### src/rtl/mwc_pkg.sv
`default_nettype none
// +------------------------------------------------------------------+
// | mwc_pkg: shared state/fail-code types for mem_write_checker       |
// | Rev 1.0                                                          |
// +------------------------------------------------------------------+
package mwc_pkg;

    typedef enum logic [1:0] {
        IDLE  = 2'b00,
        ARMED = 2'b01,
        PASS  = 2'b10,
        FAIL  = 2'b11
    } state_t;

    typedef enum logic [1:0] {
        FC_NONE       = 2'b00,
        FC_DATA       = 2'b01,
        FC_TIMEOUT    = 2'b10,
        FC_UNEXPECTED = 2'b11
    } fail_code_t;

    localparam int DEPTH_DEFAULT = 8;
    localparam int IDX_W         = $clog2(DEPTH_DEFAULT + 1);

    // Counter width able to hold 0..depth inclusive.
    function automatic int idx_width(input int depth);
        return (depth < 1) ? 1 : $clog2(depth + 1);
    endfunction

endpackage
`default_nettype wire

### src/rtl/mwc_expect_table.sv
`default_nettype none
// +------------------------------------------------------------------+
// | mwc_expect_table: DEPTH-entry (addr,data) table, append-only load |
// | Rev 1.0                                                          |
// +------------------------------------------------------------------+
module mwc_expect_table
    import mwc_pkg::*;
#(
    parameter int N     = 32,
    parameter int A     = 32,
    parameter int DEPTH = 8,
    localparam int CW   = idx_width(DEPTH)
) (
    input  logic          clk,
    input  logic          reset,
    input  logic          we,
    input  logic [A-1:0]  addr,
    input  logic [N-1:0]  data,
    input  logic [CW-1:0] idx,
    output logic [A-1:0]  rd_addr,
    output logic [N-1:0]  rd_data,
    output logic [CW-1:0] count
);

    logic [A-1:0] tab_addr [DEPTH];
    logic [N-1:0] tab_data [DEPTH];
    logic         full;

    assign full = (count == CW'(DEPTH));

    // Load pointer is the entry count; it saturates rather than wrapping.
    always_ff @(posedge clk) begin
        if (reset) begin
            count <= '0;
        end else if (we && !full) begin
            count <= count + CW'(1);
        end
    end

    always_ff @(posedge clk) begin
        for (int i = 0; i < DEPTH; i++) begin
            if (we && !full && (count == CW'(i))) begin
                tab_addr[i] <= addr;
                tab_data[i] <= data;
            end
        end
    end

    always_comb begin
        rd_addr = '0;
        rd_data = '0;
        for (int i = 0; i < DEPTH; i++) begin
            if (idx == CW'(i)) begin
                rd_addr = tab_addr[i];
                rd_data = tab_data[i];
            end
        end
    end

endmodule
`default_nettype wire

### config.mk
export PLATFORM = sky130hd
export DESIGN_NAME = mwc_expect_table
export DESIGN_NICKNAME = d
export VERILOG_FILES = /design/src/rtl/mwc_pkg.sv /design/src/rtl/mwc_expect_table.sv
export SDC_FILE = /design/constraint.sdc
export NUM_CORES = 1
export LEC_CHECK = 0
export ABC_AREA = 1
export CORE_MARGIN = 5
export CORE_UTILIZATION = 45
export CTS_BUF_LIST = sky130_fd_sc_hd__clkbuf_8
export DETAILED_ROUTE_END_ITERATION = 16
export REMOVE_ABC_BUFFERS = 1
export SYNTH_ARGS = -nofsm -noshare
export SYNTH_HDL_FRONTEND = slang
export SYNTH_SLANG_ARGS = --single-unit
### constraint.sdc
create_clock -name clk -period 20.1 [get_ports clk]
set_input_delay 5.025 -clock clk [delete_from_list [all_inputs] [get_ports clk]]
set_output_delay 5.025 -clock clk [all_outputs]
set_load 0.01 [all_outputs]
==> summary by stage, run 1 <==
Setup path
The worst setup path is captured at a primary output. Setup slack on the worst reg-to-reg path comes out at 17140 ps. For the worst setup path, the data arrival time is 8770 ps. The kind of start point of the critical path is an input pin. The worst setup path is of the input pin to primary output kind. STA puts the critical path data required time at 15070 ps.

The maximum fanout along the worst path is 65.

Floorplanning
139 I/O pins were placed. The horizontal extent of the die is 219 µm. The starting density of the core is 0.456. The floorplan step defined a die boundary enclosing 48000 µm². The standard-cell row count is 76. The core area is 43200 µm². Measured along the y axis, the die boundary spans 219 µm.

Final layout
From synthesis to final layout, the design area changed by 17.1%. The area occupied by multi-input gates is 3600 µm². Once layout is complete, the cells apart from fillers number 2237. The number of filler instances in the final layout is 3694. The post-layout instance area is 23000 µm². The fraction of layout instances using a drive strength above 1 is 0.0805.

The sequential cell area is 15500 µm². The net count of the finished layout is 1673. The total inserted antenna cells is 0.

Detailed routing
The final route contains 11.8k vias. Wires add up to 45400 µm. Dividing the detail-routed wire length by the instance count gives 20.3 µm. The via density per instance is 5.28. The number of iterations in the first detailed-routing pass is 5. The detail route stage leaves a number of antenna-violating nets equal to 0. After the first detailed-routing iteration, the DRC count stood at 813.

For this run, design rule violations remaining after detail routing come to 0.

Pwr
The power after layout is 2.12 mW. The switching share of power is 0.223. The part of the total power dissipated in combinational logic is 0.062. Across the VDD grid, the largest voltage drop is 0.0420 mV. Of the total power, registers draw 0.574. The power share of the clock group is 0.364. The leakage power is 7.77 nW. In this run the power spent charging and discharging nets is 0.473 mW. Internal power comes to 1.65 mW.

The power per cell area is 92.0 nW/µm².

STA
The minimum clock period after layout is 13800 ps. Setup repair after global routing left no endpoint under its margin. The achievable frequency is 72.5 MHz. Setup violations remaining at the end of the flow were counted as 0. The max-slew violation total from the final report is 0. The relative max-transition margin is 0.268. The final hold slack is 558 ps. The number of hold violations in the final report is 0. At the pin with the least slew margin, the transition time is 1100 ps.

The worst clock skew is 18.1 ps. For the final routed database, the setup TNS stands at 0 ps. Dividing the final minimum period by the clock period gives 0.686.

Clock network
No sink is reached through more buffers than the 3 on the longest clock path. After clock tree synthesis, the clock-pin slew on the worst setup and hold paths is 60 ps. For this design, the sink count on the clock tree is 516. The buffer type at the clock tree root is sky130_fd_sc_hd__clkbuf_8. After clock tree synthesis, the setup repair step added 0 buffers. Clock latency on the worst-skew pair, taken at its later pin, is 600 ps. The clock buffer count from CTS is 81.

The TritonCTS clock tree is built. The number of hold buffers added after CTS is 0. The number of gates given a new drive strength after cts is 0. The total number of H-tree levels is 3.

Yosys
The post-synthesis sequential element count is 516. The commonest register cell after synthesis is sky130_fd_sc_hd__edfxtp_1. The largest total area in the synthesized netlist belongs to sky130_fd_sc_hd__edfxtp_1. After synthesis, the share of flip-flops with an asynchronous set or reset is 0. Synthesis handed over a netlist of 1436 instances. The number of different library cells used by synthesis comes to 20. The per-instance average area after synthesis is 13.7 µm². The register area share after synthesis is 0.786. The top-area cell type share of the netlist area is 0.781. After synthesis, the most frequently instantiated cells are sky130_fd_sc_hd__edfxtp_1 (512), sky130_fd_sc_hd__nand3_1 (262), sky130_fd_sc_hd__nand2_1 (214), sky130_fd_sc_hd__nor2_1 (135), sky130_fd_sc_hd__nand4_1 (119).

The count of flip-flops with a built-in enable after synthesis is 512. By area the synthesized netlist is led by sky130_fd_sc_hd__edfxtp_1 (78%), sky130_fd_sc_hd__nand3_1 (6.7%), sky130_fd_sc_hd__nand2_1 (4.1%), sky130_fd_sc_hd__nand4_1 (3.8%), sky130_fd_sc_hd__nor2_1 (2.6%). The warning count from the yosys run is 0. The most numerous cell in the Yosys netlist is sky130_fd_sc_hd__edfxtp_1. The cell area after technology mapping is 19700 µm².

GRT
The first global-routing pass estimated 70300 µm of wire. After global routing the overflow that remains totals 0. The number of antenna violations at the first check in global routing is 3. The via count of the first global-routing pass is 12.0k.

In the global route stage, overall resource usage came out at 0.191. The largest net degree at the start of global routing is 248.

Run status
The flow ran to the end, and the final reports show no timing, DRC or antenna violations.

Placement
The congestion estimate from routability-driven global placement came to 0.739. The cell area after placement is 21700 µm². The number of buffers inserted by port buffering is 138. The number of placed cells counting well taps is 2100. The detailed placement HPWL is 22300 µm.

Min path
In this run the worst hold path is classified as flop to flop.

Flow run
The number of max-capacitance violations reported is 0.
## worst max-delay path: stages
cell and delay [ps]:
sky130_fd_sc_hd__clkdlybuf4s50_1 680, sky130_fd_sc_hd__nor2_4 190, sky130_fd_sc_hd__buf_4 730, sky130_fd_sc_hd__nand2_2 700, sky130_fd_sc_hd__buf_4 520, sky130_fd_sc_hd__nor2_1 140, sky130_fd_sc_hd__nor2_1 50, sky130_fd_sc_hd__nand4_1 130
sky130_fd_sc_hd__clkdlybuf4s50_1 570
## sequential cells by signal (all words and copies together) (netlist names)
name,flops
tab_addr,256
tab_data,256
count,4
## cell type report
cell class	instances	share of cell area
Inverter	89	0.0146
Sequential cell	516	0.671
Clock inverter	52	0.00923
Clock buffer	85	0.0508
Multi-Input combinational cell	754	0.156
Timing Repair Buffer	156	0.0664
Tap cell	585	0.0318
## kinds of logic after synthesis
logic type,after synthesis,share of synthesized area
adder cells (fa/ha/maj),4,0.00254
AO/OA/AOI/OAI,11,0.00343
AND/OR/NAND/NOR,739,0.175
flip-flops,516,0.786
buffers and inverters,166,0.0336
## power groups by stage
stage	Combinational [mW]	Sequential [mW]	Clock [mW]
floorplan	0.0525	1.24	0
global placement	0.132	1.24	0
detailed placement	0.133	1.24	0
CTS	0.134	1.22	0.795
global route	0.143	1.22	0.841
finish	0.131	1.22	0.771
## path summary, 6_finish.rpt
check | start | to | cells past startpoint
worst max-delay path | idx[0] | rd_data[23] | 9
worst min-delay path | count[2] | count[2] | 1
worst max register to register | count[1] | tab_data[1][109] | 8
worst min register to register | count[2] | count[2] | 1
## through the flow
step           setup slack [ps]   util
2_1_floorplan              1040      -
3_3_place_gp               6270  0.502
3_5_place_dp               6250  0.502
4_1_cts                    6250  0.534
5_1_grt                    6010  0.534
6_report                   6300  0.534
## cells in the final DEF (no fill, tap or decap), types with 8 or more instances in the layout
cell / count
sky130_fd_sc_hd__clkinv_1: 23
sky130_fd_sc_hd__inv_1: 99
sky130_fd_sc_hd__edfxtp_1: 512
sky130_fd_sc_hd__nand3_1: 262
sky130_fd_sc_hd__nand4_1: 119
sky130_fd_sc_hd__buf_4: 17
sky130_fd_sc_hd__nor2_1: 133
sky130_fd_sc_hd__nand2_1: 213
sky130_fd_sc_hd__clkinv_2: 9
sky130_fd_sc_hd__clkdlybuf4s50_1: 138
sky130_fd_sc_hd__clkbuf_8: 85
sky130_fd_sc_hd__inv_2: 8
## metal layers
| layer | share of wire | vias to the layer above | routed length, µm | GRT usage |
|---|---|---|---|---|
| met3 | 0.060 | 57 | 2740 | 0.0389 |
| met4 | 0.013 | 6 | 605 | 0.0488 |
| met1 | 0.45 | 5842 | 20500 | 0.272 |
| met2 | 0.47 | 338 | 21500 | 0.305 |
| met5 | 0.0010 | - | 46 | 0 |
| li1 | - | 5568 | - | - |
Power figures use the tool's default switching activity.
==> run 2: changes to the inputs <==
clock period = 13.3 ns   (was 20.1 ns; I/O delays follow)
==> summary by stage, run 2 (synthesized netlist as in run 1, its figures left out) <==
STA
The max-slew violation total from the final report is 0. The setup violation total in the final timing report is 0. The pin slew with the least headroom to its limit is 1330 ps.

For this run, the top clock speed supported by timing is 97.0 MHz. Setup repair after global routing left no endpoint under its margin. In this run the tightest slew margin relative to its limit is 0.114. The number of hold violations in the final report was 0.

The final clock period utilization by the worst path is 0.775. The worst clock skew is 10.8 ps. The minimum clock period after layout is 10310 ps.

Floorplanning
In this run the count of I/O pins placed on the die edge is 139. The horizontal extent of the die is 219 µm. Measured along the y axis, the die boundary spans 219 µm. Row generation in the floorplan step produced 76 rows.

The region available for standard cell placement spans 43200 µm². The starting density of the core is 0.456. The die area is 48000 µm².

GRT
For this run, the total global-route usage over all layers was measured as 0.185. The via count of the first global-routing pass is 11.8k. Summed over all layers, the global routing overflow is 0.

The first global-routing pass estimated 68300 µm of wire. The largest net degree at the start of global routing is 248. The number of antenna violations at the first check in global routing is 4.

Placement
The cell area after placement is 21700 µm². The detailed placement HPWL is 23100 µm. The number of buffers inserted by port buffering is 138. The global placement routability congestion is 0.749. The number of placed cells counting well taps is 2100.

Clock network
The number of hold buffers added after CTS is 0. The H-tree generated during clock tree synthesis spans 3 levels. TritonCTS built the clock tree. Once the clock tree was built, the resizer swapped 0 gates to a different size. The maximum clock insertion buffer count is 3. The buffer type at the clock tree root is sky130_fd_sc_hd__clkbuf_8. Clock latency on the worst-skew pair, taken at its later pin, is 620 ps.

Counting the buffers created by CTS gives 84. Clock-pin slew was measured on the worst setup and hold paths at 60 ps. The CTS sink count is 516.

The number of setup buffers added after CTS is 0.

Detailed routing
For this block, the initial DRC count from the detailed router was 829. The DRC violation count after routing is 0. The average wire per cell in the routed design is 19.6 µm. For this block, the via count after detailed routing is 11.8k. Summed over all layers, the routed wires come to 44000 µm. In this run the remaining antenna-violating nets after routing total 0. The via density per instance is 5.26.

The number of iterations in the first detailed-routing pass is 5.

Setup path
The data required time of the worst path is 9970 ps. The setup slack of the worst register-to-register path is 10360 ps. STA puts the critical path data arrival time at 6980 ps. In this run the worst path has a maximum fanout of 65. The critical path class is input pin to primary output. The worst register-to-register path has a depth of 8. The origin of the worst setup path is idx[0].

STA classifies the critical path startpoint as an input pin. The capturing point of the worst reg2reg path is tab_addr[1][36]. The kind of end point of the critical path is a primary output. The reg-to-reg startpoint is count[1].

Pwr
The power per cell area is 140 nW/µm². The maximum ir drop on the vdd rail is 0.0778 mV. Overall power consumption after layout is estimated at 3.23 mW.

Summed over all cells, the static leakage comes to 7.80 nW.

Final layout
The library cell used most frequently in the layout, excluding fill and tap cells, is sky130_fd_sc_hd__edfxtp_1. Counting the fill cells in the layout gives 3677. The post-layout instance area is 23100 µm². The fraction of layout instances using a drive strength above 1 is 0.0820.

The utilization of the core after routing is 0.535. The number of nets in the layout is 1677. Relative to the synthesized area, the layout overhead comes to 17.5%. The number of cells in the finished layout apart from fillers is 2244.

In the final layout, the registers with the most flip-flops are tab_addr x256, tab_data x256, count x4. In the layout the commonest cells are sky130_fd_sc_hd__edfxtp_1 (512), sky130_fd_sc_hd__nand3_1 (262), sky130_fd_sc_hd__nand2_1 (213).

Min path
The terminating pin of the worst hold path is count[2]. The min-delay analysis places its worst path in the category flop to flop. Counting instances, the worst hold path has a depth of 1. The startpoint identified for the worst hold timing path is count[2].

Run status
The run finished with clean final reports.

Flow run
The number of max-capacitance violations reported is 0.
## run 2: changes by cell type in the layout (fill, tap and decap cells not counted), sizes merged
cell,previous run,this run
clkbuf,85,88
diode,0,1
inv,107,111
clkinv,32,30
clkinvlp,2,3
## run 2: cell type report
cell class,count,area [µm²],share of cell area
sequential,516,15500,0.669
multi-input combinational,754,3600,0.156
timing repair buffer,157,1550,0.0672
clock buffer,87,1200,0.0518
tap,585,732,0.0317
inverter,89,334,0.0145
clock inverter,55,234,0.0101
antenna,1,2.50,0.000108
## run 2: per-layer routing
metal  global-route usage  routed length (µm)
met5                    0                  29
met4               0.0555                 807
met3               0.0428                2630
met2                0.301               21000
met1                0.250               19600
## run 2: stage by stage
step	setup WS, ps	setup TNS, ps	hold slack [ps]
floorplan	-2360	-105070	530
global placement	2940	0	532
detailed placement	2910	0	535
CTS	2910	0	552
global route	2720	0	586
finish	2990	0	551
## run 2: worst max path at each step
stage                     cells past startpoint  slack, ps           to
after global routing                          9       2720  rd_addr[30]
after CTS                                     7       2910  rd_addr[30]
after floorplan                               7      -2360  rd_addr[17]
after detailed placement                      7       2910  rd_addr[30]
after global placement                        7       2940  rd_addr[30]
final                                         9       2990  rd_addr[30]
## run 2: where the power goes
part	switching [mW]	internal, mW
clock network	0.591	0.602
registers	0.00849	1.83
logic	0.125	0.0706
total	0.725	2.50
## run 2: worst max-delay path, stage by stage
cell	delay [ps]
sky130_fd_sc_hd__clkdlybuf4s50_1	660
sky130_fd_sc_hd__nor2_4	190
sky130_fd_sc_hd__buf_4	690
sky130_fd_sc_hd__nand2_2	720
sky130_fd_sc_hd__buf_4	470
sky130_fd_sc_hd__nor2_1	120
sky130_fd_sc_hd__nor2_1	60
sky130_fd_sc_hd__nand4_1	150
sky130_fd_sc_hd__clkdlybuf4s50_1	570
==> patch: new RTL, flow settings as in run 1 <==
Add an input register stage for `we`, `addr`, `data` and `idx`, with the module's reset; this delays them by one clock.
--- a/src/rtl/mwc_expect_table.sv
+++ b/src/rtl/mwc_expect_table.sv
@@ -24,2 +24,21 @@
 
+    logic we_q;
+    logic [A-1:0] addr_q;
+    logic [N-1:0] data_q;
+    logic [CW-1:0] idx_q;
+
+    always_ff @(posedge clk) begin
+        if (reset) begin
+            we_q   <= '0;
+            addr_q <= '0;
+            data_q <= '0;
+            idx_q  <= '0;
+        end else begin
+            we_q   <= we;
+            addr_q <= addr;
+            data_q <= data;
+            idx_q  <= idx;
+        end
+    end
+
     logic [A-1:0] tab_addr [DEPTH];
@@ -34,3 +53,3 @@
             count <= '0;
-        end else if (we && !full) begin
+        end else if (we_q && !full) begin
             count <= count + CW'(1);
@@ -41,5 +60,5 @@
         for (int i = 0; i < DEPTH; i++) begin
-            if (we && !full && (count == CW'(i))) begin
-                tab_addr[i] <= addr;
-                tab_data[i] <= data;
+            if (we_q && !full && (count == CW'(i))) begin
+                tab_addr[i] <= addr_q;
+                tab_data[i] <= data_q;
             end
@@ -52,3 +71,3 @@
         for (int i = 0; i < DEPTH; i++) begin
-            if (idx == CW'(i)) begin
+            if (idx_q == CW'(i)) begin
                 rd_addr = tab_addr[i];
Behaviour: not the same (Yosys sat finds a counterexample within 4 cycles, from zero or initial values and one cycle with reset high).
==> patch against run 1 <==
Routed wire length is 8.2% higher. Combinational power is 8% higher. Sequential power is 11% higher. Fmax is 58% higher. Setup slack better by 5.1 ns. Synthesized area is 9.4% higher. Sequential share of layout area is 0.77 points lower. Global-route usage is 0.46 points lower. Power is 17% higher. Cell area is 10% higher. Sequential cell count is 69 higher. Non-clock buffer count is 3 lower. Critical endpoint is now rd_addr[10]. Highest routed layer is now met4.
==> patch: results (changes against run 1) <==
status=complete, no violations; drt via density=5.21 (-1.2%); routability cong.=0.734 (-0.70%); first-pass GRT wire length=76100 µm (+8.4%); Layout non-clock buf frac=5.92% (-0.71 points); drt first pass iters=5 (unchanged); fraction of area in multi-input gates=15.1% (-0.58 points); WL per Instance=19.7 µm (-2.9%); layout cells sized above 1=8.25% (+0.20 points); Compound-Gate Fraction of Synth Area=0.140% (-0.20 points); GRT Total Usage=18.6% (-0.46 points); met2 WL=23400 µm (+8.9%); WP data arrival=3.69 ns (-5.08 ns); top flop regs=tab_addr: 256 flops, tab_data: 256 flops; top layer in use=met4; met1 wire length=21800 µm (+6.0%); cell count after synthesis=1634 (+14%); worst skew pair latency=0.65 ns (+0.05 ns); Sw Ratio=22.1% (-0.23 points); Seq/Total Area, Yosys=78.2% (-0.33 points); clk_skew=0.0221 ns (+0.00403 ns); Inverters=153 (+72%); Mapped Avg Cell Area=13.2 µm² (-3.9%); vias in the first global route=13000 (+8.8%); Final clock-cell share=7.34% (+1.3 points); final WL=49100 µm (+8.2%); most area-consuming cells after synthesis=edfxtp_1 71%, dfxtp_1 6.8%, nand3_1 6.1%; ant diodes=0 (unchanged); dpl hpwl=24300 µm (+8.7%); VDD IR max=0.0453 mV (+7.6%); number of antenna violations at the first check in global routing=0 (-3); sequential share of cell area=66.3% (-0.77 points); area grow syn2layout=18.0%; unique cell type count in the Yosys netlist=18 (-10%); CLK BUF=116 (+36%); Post-DP Area=0.0235 mm² (+8.6%); largest net degree at the start of global routing=257 (+3.6%); Iter 0 DRT Violations=951 (+17%); Crit Path Max Fanout=36 (-45%); Least-Margin Pin Slew=1.13 ns (+0.0309 ns); sequential fraction of design power=54.8% (-2.6 points); CTS buffer count=94 (+16%); WL met3=3170 µm (+16%); share of total power in combinational logic=5.7% (-0.5 points); Filler Cells Inserted=3973 (+7.6%); clk root buf=clkbuf_8; Synth top cells by count=512 x edfxtp_1, 262 x nand3_1, 205 x nor2_1; Clock Sinks=585 (+13%); Multi-input comb cells=811 (+7.6%); Nets=1873 (+12%); Lkg Pwr=9.15 nW (+18%); placed insts=2317 (+10%)
-- patch: through the flow --
stage / power [mW] / utilization (%) / hold slack [ns] / worst slack [ns]
2_1_floorplan: 1.44 / - / 0.507 / 6.29
3_3_place_gp: 1.53 / 49.5 / 0.538 / 12.07
3_5_place_dp: 1.53 / 49.5 / 0.544 / 12.03
4_1_cts: 2.50 / 53.4 / 0.548 / 11.32
5_1_grt: 2.58 / 53.4 / 0.553 / 11.13
6_report: 2.48 / 53.4 / 0.549 / 11.39
-- patch: metal layers --
| layer | vias to the layer above | GRT usage (%) |
|---|---|---|
| met1 | 6422 | 26.0 |
| met5 | - | 0 |
| li1 | 6133 | - |
| met2 | 386 | 30.0 |
| met4 | 0 | 5.16 |
| met3 | 59 | 3.98 |
-- patch: worst paths after layout --
kind	startpoint	endpoint	slack, ns	depth (start not counted)
max	idx_q[0]$_SDFF_PP0_	rd_addr[10]	11.39	8
min	data_q[24]$_SDFF_PP0_	tab_data[1][24]$_DFFE_PP_	0.55	0
max reg2reg	count[1]$_SDFFE_PP0P_	tab_data[1][102]$_DFFE_PP_	17.36	8
min reg2reg	data_q[24]$_SDFF_PP0_	tab_data[1][24]$_DFFE_PP_	0.55	0
-- patch: kinds of logic (layout without fill, tap and decap cells) --
| family | count (synthesis) | in the layout |
|---|---|---|
| adder cells (fa/ha/maj) | 4 | 4 |
| AND/OR/NAND/NOR | 801 | 801 |
| AO/OA/AOI/OAI | 6 | 6 |
| buffers and inverters | 238 | 482 |
| flip-flops | 585 | 585 |
-- patch: worst max-delay path, cell delays in order, from the launching register on --
cell and delay [ns]:
dfxtp_1 0.53, inv_1 0.18, nor2_4 0.67, buf_4 0.58, nand3_1 0.14, nand4_1 0.12, nor2_1 0.05, nand4_1 0.17
clkdlybuf4s50_1 0.58
